## config.mk

```make
export PLATFORM = sky130hd
export DESIGN_NAME = hack_ram_reader
export DESIGN_NICKNAME = d
export VERILOG_FILES = /design/src/rtl/hack_ram_reader.sv
export SDC_FILE = /design/constraint.sdc
export NUM_CORES = 1
export LEC_CHECK = 0
export CAP_MARGIN = 20
export CORE_UTILIZATION = 25
export DETAILED_ROUTE_END_ITERATION = 8
export HOLD_SLACK_MARGIN = 0.1
export PLACE_DENSITY_LB_ADDON = 0.08
export SLEW_MARGIN = 40
export SYNTH_ARGS = -nofsm -noshare
export SYNTH_HDL_FRONTEND = slang
export SYNTH_SLANG_ARGS = --single-unit
```

## constraint.sdc

```tcl
create_clock -name clk -period 5.94 [get_ports clk]
set_input_delay 1.188 -clock clk [delete_from_list [all_inputs] [get_ports clk]]
set_output_delay 1.188 -clock clk [all_outputs]
set_load 0.1 [all_outputs]
```

## src/rtl/hack_ram_reader.sv

```systemverilog
// Burst read engine: walks `count` addresses of a registered-read Hack RAM and streams words on valid/ready.
// Optional HACK_READER_WRAP_EN: wrap mem_addr past the top instead of truncating the burst.
module hack_ram_reader #(
  parameter int WIDTH  = 16,
  parameter int ADDR_W = 14
) (
  input  logic              clk,
  input  logic              reset_n,
  input  logic              start,
  input  logic [ADDR_W-1:0] base_addr,
  input  logic [ADDR_W:0]   count,
  output logic [ADDR_W-1:0] mem_addr,
  output logic              mem_rd,
  input  logic [WIDTH-1:0]  mem_rdata,
  output logic [WIDTH-1:0]  out_data,
  output logic              out_valid,
  input  logic              out_ready,
  output logic              busy,
  output logic              done
);

  typedef enum logic [1:0] {S_IDLE, S_READ, S_DRAIN} state_t;

  state_t            state_q;
  logic [ADDR_W-1:0] addr_q;
  logic              rd_q;
  logic              rv_q;
  logic [WIDTH-1:0]  fifo_q [2];
  logic              wptr_q, rptr_q;
  logic [1:0]        cnt_q;
  logic [ADDR_W:0]   issue_left_q, accept_left_q;
  logic              busy_q, zdone_q;

  logic              push, pop, credit_ok, last_pop;
  logic [1:0]        cnt_d;
  logic [ADDR_W:0]   total;
`ifndef HACK_READER_WRAP_EN
  logic [ADDR_W:0]   room;
`endif

  always_comb begin
    push      = rv_q;
    pop       = (cnt_q != 2'd0) && out_ready;
    cnt_d     = cnt_q + 2'(push) - 2'(pop);
    // Occupancy after this edge plus the read still on its way in must leave room for one more.
    credit_ok = ({1'b0, cnt_d} + {2'b00, rd_q}) < 3'd2;
    last_pop  = (state_q == S_DRAIN) && pop && (accept_left_q == (ADDR_W+1)'(1));
`ifdef HACK_READER_WRAP_EN
    total     = count;
`else
    room      = ((ADDR_W+1)'(1) << ADDR_W) - {1'b0, base_addr};
    total     = (count > room) ? room : count;
`endif
  end

  always_ff @(posedge clk or negedge reset_n) begin
    if (!reset_n) begin
      state_q       <= S_IDLE;
      addr_q        <= '0;
      rd_q          <= 1'b0;
      rv_q          <= 1'b0;
      fifo_q[0]     <= '0;
      fifo_q[1]     <= '0;
      wptr_q        <= 1'b0;
      rptr_q        <= 1'b0;
      cnt_q         <= 2'd0;
      issue_left_q  <= '0;
      accept_left_q <= '0;
      busy_q        <= 1'b0;
      zdone_q       <= 1'b0;
    end else begin
      rv_q    <= rd_q;
      cnt_q   <= cnt_d;
      zdone_q <= 1'b0;
      if (push) begin
        fifo_q[wptr_q] <= mem_rdata;
        wptr_q         <= ~wptr_q;
      end
      if (pop) begin
        rptr_q        <= ~rptr_q;
        accept_left_q <= accept_left_q - (ADDR_W+1)'(1);
      end
      case (state_q)
        S_IDLE: begin
          rd_q <= 1'b0;
          if (start) begin
            busy_q        <= 1'b1;
            accept_left_q <= total;
            issue_left_q  <= total;
            if (total == '0) begin
              state_q <= S_DRAIN;
            end else begin
              // First read goes out with the accepting edge to hit the 2-cycle first-word latency.
              rd_q         <= 1'b1;
              addr_q       <= base_addr;
              issue_left_q <= total - (ADDR_W+1)'(1);
              state_q      <= (total == (ADDR_W+1)'(1)) ? S_DRAIN : S_READ;
            end
          end
        end
        S_READ: begin
          if (credit_ok) begin
            rd_q         <= 1'b1;
            addr_q       <= addr_q + ADDR_W'(1);
            issue_left_q <= issue_left_q - (ADDR_W+1)'(1);
            if (issue_left_q == (ADDR_W+1)'(1)) state_q <= S_DRAIN;
          end else begin
            rd_q <= 1'b0;
          end
        end
        S_DRAIN: begin
          rd_q <= 1'b0;
          if (accept_left_q == '0) begin
            zdone_q <= 1'b1;
            busy_q  <= 1'b0;
            state_q <= S_IDLE;
          end else if (last_pop) begin
            busy_q  <= 1'b0;
            state_q <= S_IDLE;
          end
        end
        default: state_q <= S_IDLE;
      endcase
    end
  end

  assign mem_addr  = addr_q;
  assign mem_rd    = rd_q;
  assign out_valid = (cnt_q != 2'd0);
  assign out_data  = fifo_q[rptr_q];
  assign busy      = busy_q;
  assign done      = zdone_q | last_pop;

endmodule

```

==> results of run 1 <==
==> area by class of cell <==
| class | count | area [sq um] |
|---|---|---|
| clock buffers | 10 | 239 |
| clock inverters | 6 | 52.6 |
| repair buffers | 161 | 1280 |
| fillers | 2527 | 15700 |
| well taps | 319 | 399 |
| inverters | 25 | 93.8 |
| multi-input cells | 545 | 3760 |
| flip-flops and latches | 86 | 2150 |
==> worst paths after layout <==
check / to / slack, ps
worst min register to register: push / 490
max in group asynchronous: rptr_q / 4250
worst min-delay path: push / 490
min in group asynchronous: mem_addr[2] / 770
worst max-delay path: issue_left_q[10] / 170
worst max register to register: issue_left_q[11] / 2580
==> registers in the layout, indices dropped and copies added, names as in the netlist <==
register and cells:
state_q 2, cnt_q 2, push 1, mem_addr 14, wptr_q 1, accept_left_q 15, fifo_q 32, rptr_q 1
issue_left_q 15, busy 1, mem_rd 1, zdone_q 1
==> cell usage after synthesis (all sizes together), types with 2 or more instances <==
cell type	n	share of area (%)
a211oi	8	1.2
a31oi	8	0.82
o21a	3	0.37
nand4	7	0.72
o211ai	7	0.86
a31o	3	0.43
o21bai	3	0.37
nor2	47	2.9
ha	28	5.8
or3	10	1.0
xnor2	24	3.5
and2	3	0.35
nor4b	3	0.43
buf	10	1.0
nor2b	2	0.21
nand2b	9	0.92
a311oi	2	0.29
a21o	7	0.86
nor3b	5	0.62
a22oi	3	0.37
mux2i	10	1.7
nand3	29	2.4
nor3	29	2.5
o2111ai	5	0.72
mux2	51	9.5
nor4	7	0.97
clkbuf	21	1.3
or4	5	0.62
or2	9	0.92
inv	25	1.5
and3	12	1.2
dfrtp	86	35
o31ai	5	0.62
nand2	52	3.2
o22ai	13	1.3
nand3b	2	0.25
o221ai	2	0.29
xor2	16	2.3
o21ai	54	4.5
a21oi	51	4.3
==> logic make-up (layout without fill, tap and decap cells) <==
| family | count (synthesis) | in the layout | synth area share (%) |
|---|---|---|---|
| and+or+nand+nor | 233 | 233 | 19.5 |
| AOI/OAI and AO/OA | 183 | 183 | 18.6 |
| adders and majority gates | 28 | 28 | 5.75 |
| muxes | 61 | 61 | 11.2 |
| buffers and inverters | 56 | 202 | 3.84 |
| xor gates and xnor gates | 40 | 40 | 5.75 |
| DFF | 86 | 86 | 35.3 |
==> routing by layer <==
layer,track usage (%),share of wire (%),routed length [um]
met4,4.35,1.3,249
met2,24.6,44,8710
met3,2.22,3.7,728
met5,0,0,0
met1,24.0,51,10200
==> power by group through the flow <==
| stage | registers (mW) | logic, mW | clock network, mW |
|---|---|---|---|
| after floorplan | 1.48 | 1.79 | 0 |
| after global placement | 1.17 | 2.88 | 0 |
| after detailed placement | 1.18 | 2.76 | 0 |
| after CTS | 1.17 | 2.76 | 0.595 |
| after global routing | 1.22 | 2.94 | 0.616 |
| final | 1.17 | 2.75 | 0.568 |
==> through the flow <==
stage                     area [sq um]  TNS (ps)  setup WS, ps  std cells  util, %
after CTS                         7890         0           104       1149     33.3
after floorplan                   6090         0           142        687        -
final                             7990         0           168       1152     33.7
after global placement            7760     -4130          -257       1133     32.8
after detailed placement          7600     -4260          -256       1133     32.1
after global routing              7990     -30.8         -15.5       1152     33.7
==> critical path: cells and delay by family <==
family	cells	cell delay, ps
AND/OR/NAND/NOR	6	1430
multiplexers	1	530
AO/OA/AOI/OAI	5	840
adder cells (fa/ha/maj)	1	320
buffers and inverters	5	1040
XOR/XNOR	2	590
==> what timing repair did <==
| action | in CTS | in global routing |
|---|---|---|
| setup buffers | 0 | 3 |
| gates resized for setup | 0 | 16 |
| setup endpoints to repair | 0 | 27 |
==> impl_metrics.env, run 1 <==
export IMPL_critPathKind="primary input to flop"
export IMPL_synth_net_count=764
export IMPL_critPathLaunch="base_addr[3]"
export IMPL_final_common_cell="dfrtp_1"
export IMPL_drtIter0Drc=232
export IMPL_critPathMaxStageDelay_ps=530
export IMPL_chipHeight_um=158
export IMPL_clockBufferDepth=2
export IMPL_hold_depth=0
export IMPL_slew_headroom_pct=50.1
export IMPL_overflow=0
export IMPL_grt_first_pass_wirelength_mm=30.8
export IMPL_start_util_pct=25.7
export IMPL_pin_count=83
export IMPL_cts_tree="built"
export IMPL_synthArstFlopShare_pct=100
export IMPL_grt_pass1_vias=5472
export IMPL_cts_sinks=86
export IMPL_period_share_pct=97.2
export IMPL_insertion_delay_ps=350
export IMPL_timing_rr_start="cnt_q[1]"
export IMPL_postCtsHoldBufs=0
export IMPL_h_tree_depth=3
export IMPL_clkTransAtPathRegs_ps=70
export IMPL_finClkSkew_ps=14.9
export IMPL_max_freq_mhz=173
export IMPL_power_density_mw_per_mm2=562
export IMPL_viasPerCell=4.98
export IMPL_arrival_ps=5960
export IMPL_ys_warnings_count=0
export IMPL_ir_drop_mv=0.322
export IMPL_sequentialPowerShare_pct=26.2
export IMPL_synth_avg_cell_area_sq_um=8.86
export IMPL_p_leak_nw=3.31
export IMPL_total_power_mw=4.49
export IMPL_drc_errors=0
export IMPL_antenna_found_initial=0
export IMPL_slew_viol_final=0
export IMPL_wire_per_inst_um=17.2
export IMPL_path_cells="clkdlybuf4s50_1, nor4_4, buf_4, buf_4, nand3_1, or2_2, xnor2_2, ha_1, nand3_1, a311oi_1, o21bai_1, o21a_1, a211oi_2, buf_4, buf_4, nand2_1, mux2i_1, nand3_1, xor2_1, a21oi_1"
export IMPL_worstSetupEndpointType="flop"
export IMPL_io_buffers=82
export IMPL_synth_seq_area_share_pct=35.3
export IMPL_reg2reg_depth=15
export IMPL_worst_ep_required_time_ps=6130
export IMPL_ys_ff_latch=86
export IMPL_grt_max_degree=58
export IMPL_synthCells=687
export IMPL_totalWireLength_mm=19.8
export IMPL_area_growth_pct=31.1
export IMPL_worst_pin_slew_ps=747
export IMPL_cp_slowest_cell="mux2i_1"
export IMPL_hpwl_mm=15.4
export IMPL_core_sq_mm=0.0237
export IMPL_netlist_area_sq_mm=0.00609
export IMPL_grt_usage_pct=16.3
export IMPL_hold_viol=0
export IMPL_p_comb_share_pct=61.2
export IMPL_switching_share_pct=54.9
export IMPL_die_area_sq_mm=0.0250
export IMPL_drtAntennaViolNets=0
export IMPL_status="completed"
export IMPL_row_count=56
export IMPL_num_nets_final=905
export IMPL_synth_edf_count=0
export IMPL_num_vias=5732
export IMPL_cpMostUsedCell="buf_4"
export IMPL_dr_pass1_iters=4
export IMPL_path_max_fanout=9
export IMPL_fin_hold_ws_ps=493
export IMPL_drive_gt1_share_pct=25.8
export IMPL_setup_violations=0
export IMPL_internal_power_mw=2.02
export IMPL_numCtsBuffers=9
export IMPL_cts_root_buf="clkbuf_16"
export IMPL_ys_flop_type="dfrtp_1"
export IMPL_worstHoldStart="mem_rd"
export IMPL_critPathLaunchType="primary input"
export IMPL_synth_distinct_cells=62
export IMPL_p_clk_share_pct=12.6
export IMPL_p_sw_mw=2.46
export IMPL_drv_cap=0
export IMPL_final_cell_mix="85 x dfrtp_1, 77 x buf_4, 51 x nand2_1"
export IMPL_place_congestion=0.898
export IMPL_hold_path_class="flop to flop"
export IMPL_die_x_um=158
export IMPL_min_period_ps=5770
export IMPL_num_antenna_cells=0
Note: power is estimated with default switching activity, not from simulation.
==> run 2: changes to the inputs <==
--- a/config.mk
+++ b/config.mk
@@ -8,8 +8,11 @@
 export CAP_MARGIN = 20
 export CORE_UTILIZATION = 25
 export DETAILED_ROUTE_END_ITERATION = 8
+export DONT_BUFFER_PORTS = 1
+export GPL_ROUTABILITY_DRIVEN = 0
 export HOLD_SLACK_MARGIN = 0.1
 export PLACE_DENSITY_LB_ADDON = 0.08
+export RECOVER_POWER = 100
 export SLEW_MARGIN = 40
 export SYNTH_ARGS = -nofsm -noshare
 export SYNTH_HDL_FRONTEND = slang
==> impl_metrics.env, run 2 (synthesized netlist as in run 1, its figures left out) <==
export IMPL_highest_layer="met4"
export IMPL_cts_sinks=86
export IMPL_setup_violations=0
export IMPL_io_buffers=0
export IMPL_grt_pass1_vias=5045
export IMPL_overflow=0
export IMPL_final_cell_mix="81 x dfrtp_1, 52 x nand2_1, 50 x o21ai_0"
export IMPL_drv_cap=1
export IMPL_max_freq_mhz=177
export IMPL_internal_power_mw=1.81
export IMPL_die_area_sq_mm=0.0250
export IMPL_switching_share_pct=57.1
export IMPL_critPathKind="primary input to flop"
export IMPL_slew_viol_final=2
export IMPL_sequentialPowerShare_pct=37.4
export IMPL_critPathLaunchType="primary input"
export IMPL_num_antenna_cells=0
export IMPL_cts_tree="built"
export IMPL_drive_gt1_share_pct=14.1
export IMPL_slew_headroom_pct=-5.26
export IMPL_drc_errors=0
export IMPL_grt_max_degree=87
export IMPL_clockBufferDepth=2
export IMPL_drtIter0Drc=218
export IMPL_hold_viol=0
export IMPL_dr_pass1_iters=5
export IMPL_arrival_ps=5910
export IMPL_clkTransAtPathRegs_ps=80
export IMPL_power_density_mw_per_mm2=614
export IMPL_path_cells="nor4_4, nand2_1, or3_1, xnor2_1, ha_1, a21oi_1, nand2_1, a2111oi_1, nor2_1, a211oi_2, and2_4, nor2_1, a21oi_2, ha_1, inv_1, or2_2, mux2i_2, buf_4, a211o_1, buf_4, o22ai_1, a21oi_1"
export IMPL_numCtsBuffers=9
export IMPL_min_period_ps=5640
export IMPL_top_register="fifo_q"
export IMPL_grt_usage_pct=15.7
export IMPL_worstReg2RegEnd="mem_addr[11]"
export IMPL_largest_reg_flops=32
export IMPL_worst_ep_required_time_ps=6210
export IMPL_grt_first_pass_wirelength_mm=29.3
export IMPL_routedLengthMet1_mm=8.85
export IMPL_place_area_sq_mm=0.00659
export IMPL_num_vias=5157
export IMPL_p_leak_nw=2.67
export IMPL_status="finished, violations left"
export IMPL_worstHoldStart="push"
export IMPL_cts_root_buf="clkbuf_16"
export IMPL_r2r_setup_slack_ps=1280
export IMPL_hpwl_mm=14.6
export IMPL_antenna_found_initial=0
export IMPL_p_clk_share_pct=13.9
export IMPL_violations="max-capacitance violations, max-slew violations"
export IMPL_path_buf_inv=3
export IMPL_dr_wl_met2_mm=8.67
export IMPL_reg2reg_depth=14
export IMPL_crit_family="simple AND/OR/NAND/NOR gates"
export IMPL_rsz0062_at_grt="no"
export IMPL_fin_setup_tns_ps=0
export IMPL_row_count=56
export IMPL_totalWireLength_mm=19.1
export IMPL_hold_path_class="flop to flop"
export IMPL_num_nets_final=772
export IMPL_critPathMaxStageDelay_ps=410
export IMPL_h_tree_depth=3
export IMPL_path_max_fanout=13
export IMPL_final_common_cell="dfrtp_1"
export IMPL_p_comb_share_pct=48.7
export IMPL_fin_area_sq_mm=0.00686
export IMPL_cp_slowest_cell="a2111oi_1"
export IMPL_reg_largest_list="fifo_q: 32 flops, accept_left_q: 15 flops, issue_left_q: 15 flops"
export IMPL_worst_pin_slew_ps=1580
export IMPL_timing_rr_start="cnt_q[1]"
export IMPL_holdPathEnd="wptr_q"
export IMPL_area_growth_pct=12.6
export IMPL_ir_drop_mv=0.230
export IMPL_wire_per_inst_um=18.7
export IMPL_insertion_delay_ps=360
export IMPL_finClkSkew_ps=11.6
export IMPL_worstSetupEndpointType="flop"
export IMPL_p_sw_mw=2.40
export IMPL_start_util_pct=25.7
export IMPL_chipHeight_um=158
export IMPL_core_sq_mm=0.0237
export IMPL_period_share_pct=94.9
export IMPL_pin_count=83
export IMPL_met3_length_mm=1.34
export IMPL_drtAntennaViolNets=0
export IMPL_hold_depth=1
export IMPL_postCtsHoldBufs=0
export IMPL_die_x_um=158
export IMPL_viasPerCell=5.06
[run 2: changes by cell type in the layout (fill, tap and decap cells not counted), moves of 6 or more]
cell	previous run	this run
buf_2	33	0
buf_4	77	22
clkbuf_1	0	6
clkdlybuf4s50_1	44	0
mux2_1	0	16
mux2_2	50	34
[run 2: how the worst max path moves through the flow]
stage,to,depth (start not counted),startpoint
2_1_floorplan,mem_addr[10],23,base_addr[4]
3_3_place_gp,mem_addr[13],22,base_addr[3]
3_5_place_dp,mem_addr[11],22,base_addr[3]
4_1_cts,mem_addr[11],22,base_addr[3]
5_1_grt,mem_addr[9],23,base_addr[0]
6_report,mem_addr[11],22,base_addr[5]
[run 2: power groups by stage]
stage,Sequential (mW),Clock [mW],Combinational (mW)
floorplan,1.48,0,1.79
global placement,1.57,0,2.08
detailed placement,1.60,0,2.11
CTS,1.59,0.612,2.11
global route,1.63,0.638,2.23
finish,1.57,0.585,2.05
[run 2: routing by layer]
layer	vias up	global-route usage [%]
met3	12	4.63
met2	136	25.0
met5	-	0
met4	0	4.81
li1	2532	-
met1	2477	20.2
[run 2: per-stage QoR]
step	instances	total power, mW	util (%)	hold WS (ps)	setup WS (ps)
after floorplan	687	3.27	-	461	142
after global placement	1001	3.65	27.7	478	49.8
after detailed placement	1001	3.70	27.8	486	-262
after CTS	1017	4.31	29.1	492	108
after global routing	1019	4.50	29.0	505	15.8
final	1019	4.21	29.0	494	302
[run 2: layout make-up]
class,count,area (sq um)
Timing Repair Buffer,28,188
Clock inverter,7,71.3
Clock buffer,9,225
Sequential cell,86,2160
Multi-Input combinational cell,545,3720
Inverter,25,93.8
Fill cell,2604,16800
Tap cell,319,399
[run 2: worst register-to-register path, delay by kind of cell (launching register included)]
| family | cells | cell delay [ps] |
|---|---|---|
| flops | 1 | 350 |
| xor+xnor | 2 | 260 |
| compound gates | 5 | 1220 |
| simple gates | 2 | 1650 |
| fa+ha+maj | 2 | 430 |
| buf+inv | 3 | 630 |
[run 2: timing repair]
action | CTS | global route
endpoints found under the hold margin | 0 | 0
gates resized for setup | 0 | 2
setup buffers | 0 | 2
endpoints found under the setup margin | 0 | 19
==> run 3: changes to the inputs <==
--- a/config.mk
+++ b/config.mk
@@ -11,8 +11,10 @@
 export DONT_BUFFER_PORTS = 1
 export GPL_ROUTABILITY_DRIVEN = 0
 export HOLD_SLACK_MARGIN = 0.1
+export MAX_ROUTING_LAYER = met4
 export PLACE_DENSITY_LB_ADDON = 0.08
 export RECOVER_POWER = 100
+export REMOVE_ABC_BUFFERS = 1
 export SLEW_MARGIN = 40
 export SYNTH_ARGS = -nofsm -noshare
 export SYNTH_HDL_FRONTEND = slang
==> impl_metrics.env, run 3 (synthesized netlist as in run 1, its figures left out) <==
export IMPL_status="finished, violations left"
export IMPL_violations="max-capacitance violations, max-slew violations"
export IMPL_drive_gt1_share_pct=13.8
export IMPL_period_share_pct=94.0
export IMPL_grt_first_pass_wirelength_mm=30.1
export IMPL_pin_count=83
export IMPL_p_leak_nw=2.66
export IMPL_p_clk_share_pct=14.2
export IMPL_r2r_setup_slack_ps=1140
export IMPL_io_buffers=0
export IMPL_hold_viol=0
export IMPL_final_common_cell="dfrtp_1"
export IMPL_hold_path_class="flop to flop"
export IMPL_largest_reg_flops=32
export IMPL_final_cell_mix="86 x dfrtp_1, 51 x nand2_1, 49 x o21ai_0"
export IMPL_routedLengthMet1_mm=8.87
export IMPL_regArea_sq_mm=0.00215
export IMPL_sequentialPowerShare_pct=37.2
export IMPL_fin_setup_tns_ps=0
export IMPL_num_vias=5185
export IMPL_antenna_found_initial=0
export IMPL_dr_pass1_iters=4
export IMPL_cts_tree="built"
export IMPL_critPathLaunch="base_addr[0]"
export IMPL_arrival_ps=5850
export IMPL_worstSetupEndpointType="flop"
export IMPL_critPathLaunchType="primary input"
export IMPL_worst_ep_required_time_ps=6210
export IMPL_die_x_um=158
export IMPL_power_density_mw_per_mm2=616
export IMPL_path_max_fanout=21
export IMPL_timing_rr_start="cnt_q[1]"
export IMPL_row_count=56
export IMPL_postCtsHoldBufs=0
export IMPL_num_antenna_cells=0
export IMPL_h_tree_depth=3
export IMPL_met3_length_mm=1.33
export IMPL_finClkSkew_ps=9.13
export IMPL_totalWireLength_mm=19.1
export IMPL_rsz0062_at_grt="no"
export IMPL_dr_wl_met2_mm=8.65
export IMPL_top_register="fifo_q"
export IMPL_finalNonFillerCells=1014
export IMPL_numCtsBuffers=9
export IMPL_multi_input_area_sq_mm=0.00373
export IMPL_worstHoldStart="wptr_q"
export IMPL_slew_viol_final=2
export IMPL_wire_per_inst_um=18.8
export IMPL_grt_max_degree=87
export IMPL_fin_hold_ws_ps=487
export IMPL_internal_power_mw=1.83
export IMPL_grt_usage_pct=16.5
export IMPL_overflow=0
export IMPL_drc_errors=0
export IMPL_max_freq_mhz=179
export IMPL_clkTransAtPathRegs_ps=70
export IMPL_reg_largest_list="fifo_q: 32 flops, accept_left_q: 15 flops, issue_left_q: 15 flops"
export IMPL_clockBufferDepth=2
export IMPL_chipHeight_um=158
export IMPL_p_sw_mw=2.38
export IMPL_viasPerCell=5.11
export IMPL_grt_pass1_vias=5210
export IMPL_critPathKind="primary input to flop"
export IMPL_min_period_ps=5580
export IMPL_num_nets_final=767
export IMPL_p_comb_share_pct=48.6
export IMPL_cts_root_buf="clkbuf_16"
export IMPL_ir_drop_mv=0.265
export IMPL_drtIter0Drc=272
export IMPL_core_sq_mm=0.0237
export IMPL_drv_cap=1
export IMPL_die_area_sq_mm=0.0250
export IMPL_slew_headroom_pct=-4.01
export IMPL_hpwl_mm=14.6
export IMPL_worst_pin_slew_ps=1560
export IMPL_highest_layer="met4"
export IMPL_start_util_pct=25.7
export IMPL_fillers=2585
export IMPL_drtAntennaViolNets=0
export IMPL_finish_utilization_pct=28.9
export IMPL_area_growth_pct=12.3
export IMPL_setup_violations=0
export IMPL_placed_cells=998
export IMPL_switching_share_pct=56.5
export IMPL_insertion_delay_ps=350
export IMPL_cts_sinks=86
export IMPL_total_power_mw=4.22
==> run 3: changes by cell type in the layout (fill, tap and decap cells not counted), sizes merged <==
cell	before	now
bufinv	0	1
clkinvlp	0	1
clkbuf	15	12
buf	22	20
inv	30	28
==> run 3: path summary, 6_finish.rpt <==
path	end	cells after the start
setup / recovery	issue_left_q[11]	17
hold / removal	wptr_q	1
setup reg to reg	mem_addr[3]	15
hold reg to reg	wptr_q	1
max in group asynchronous	accept_left_q[8]	0
min in group asynchronous	fifo_q[0]	0
==> run 3: power by group through the flow <==
| stage | clock (mW) | sequential [mW] | combinational [mW] |
|---|---|---|---|
| floorplan | 0 | 1.50 | 1.73 |
| global placement | 0 | 1.57 | 2.07 |
| detailed placement | 0 | 1.59 | 2.09 |
| CTS | 0.625 | 1.58 | 2.09 |
| global route | 0.640 | 1.62 | 2.24 |
| finish | 0.597 | 1.57 | 2.05 |
==> run 3: layout make-up <==
cell class              count  share of cell area, %
multi-input cells         545                   54.5
clock inverters             7                   1.17
clock buffers               9                   3.29
well taps                 319                   5.84
repair buffers             23                   2.36
flip-flops and latches     86                   31.5
inverters                  25                   1.37
==> run 3: worst max-delay path: stages <==
cell and delay (ps):
inv_1 80, ha_1 230, nor2b_1 240, nand2_1 160, or4_1 590, ha_1 340, nand3_1 150, a311oi_1 60
o21bai_1 180, a31oi_1 420, and2_4 260, clkbuf_1 730, mux2i_2 200, buf_4 240, or4_1 460, and3_1 180
a211oi_2 130
==> run 3: metrics by stage <==
step                      instance area, sq um  setup WS (ps)
after floorplan                           5950           -116
after global placement                    6530            137
after detailed placement                  6560           27.0
after CTS                                 6870            403
after global routing                      6840           7.11
final                                     6840            358
==> run 3: what timing repair did <==
item | 4_1_cts | 5_1_grt
setup buffers | 0 | 0
endpoints found under the setup margin | 0 | 13
resized for setup | 0 | 2
==> run 3: metal layers <==
layer  vias up  GRT usage, %
li1       2524             -
met1      2535          20.6
met2       111          25.6
met3        15          5.28
met4         0          3.94
met5         -             -
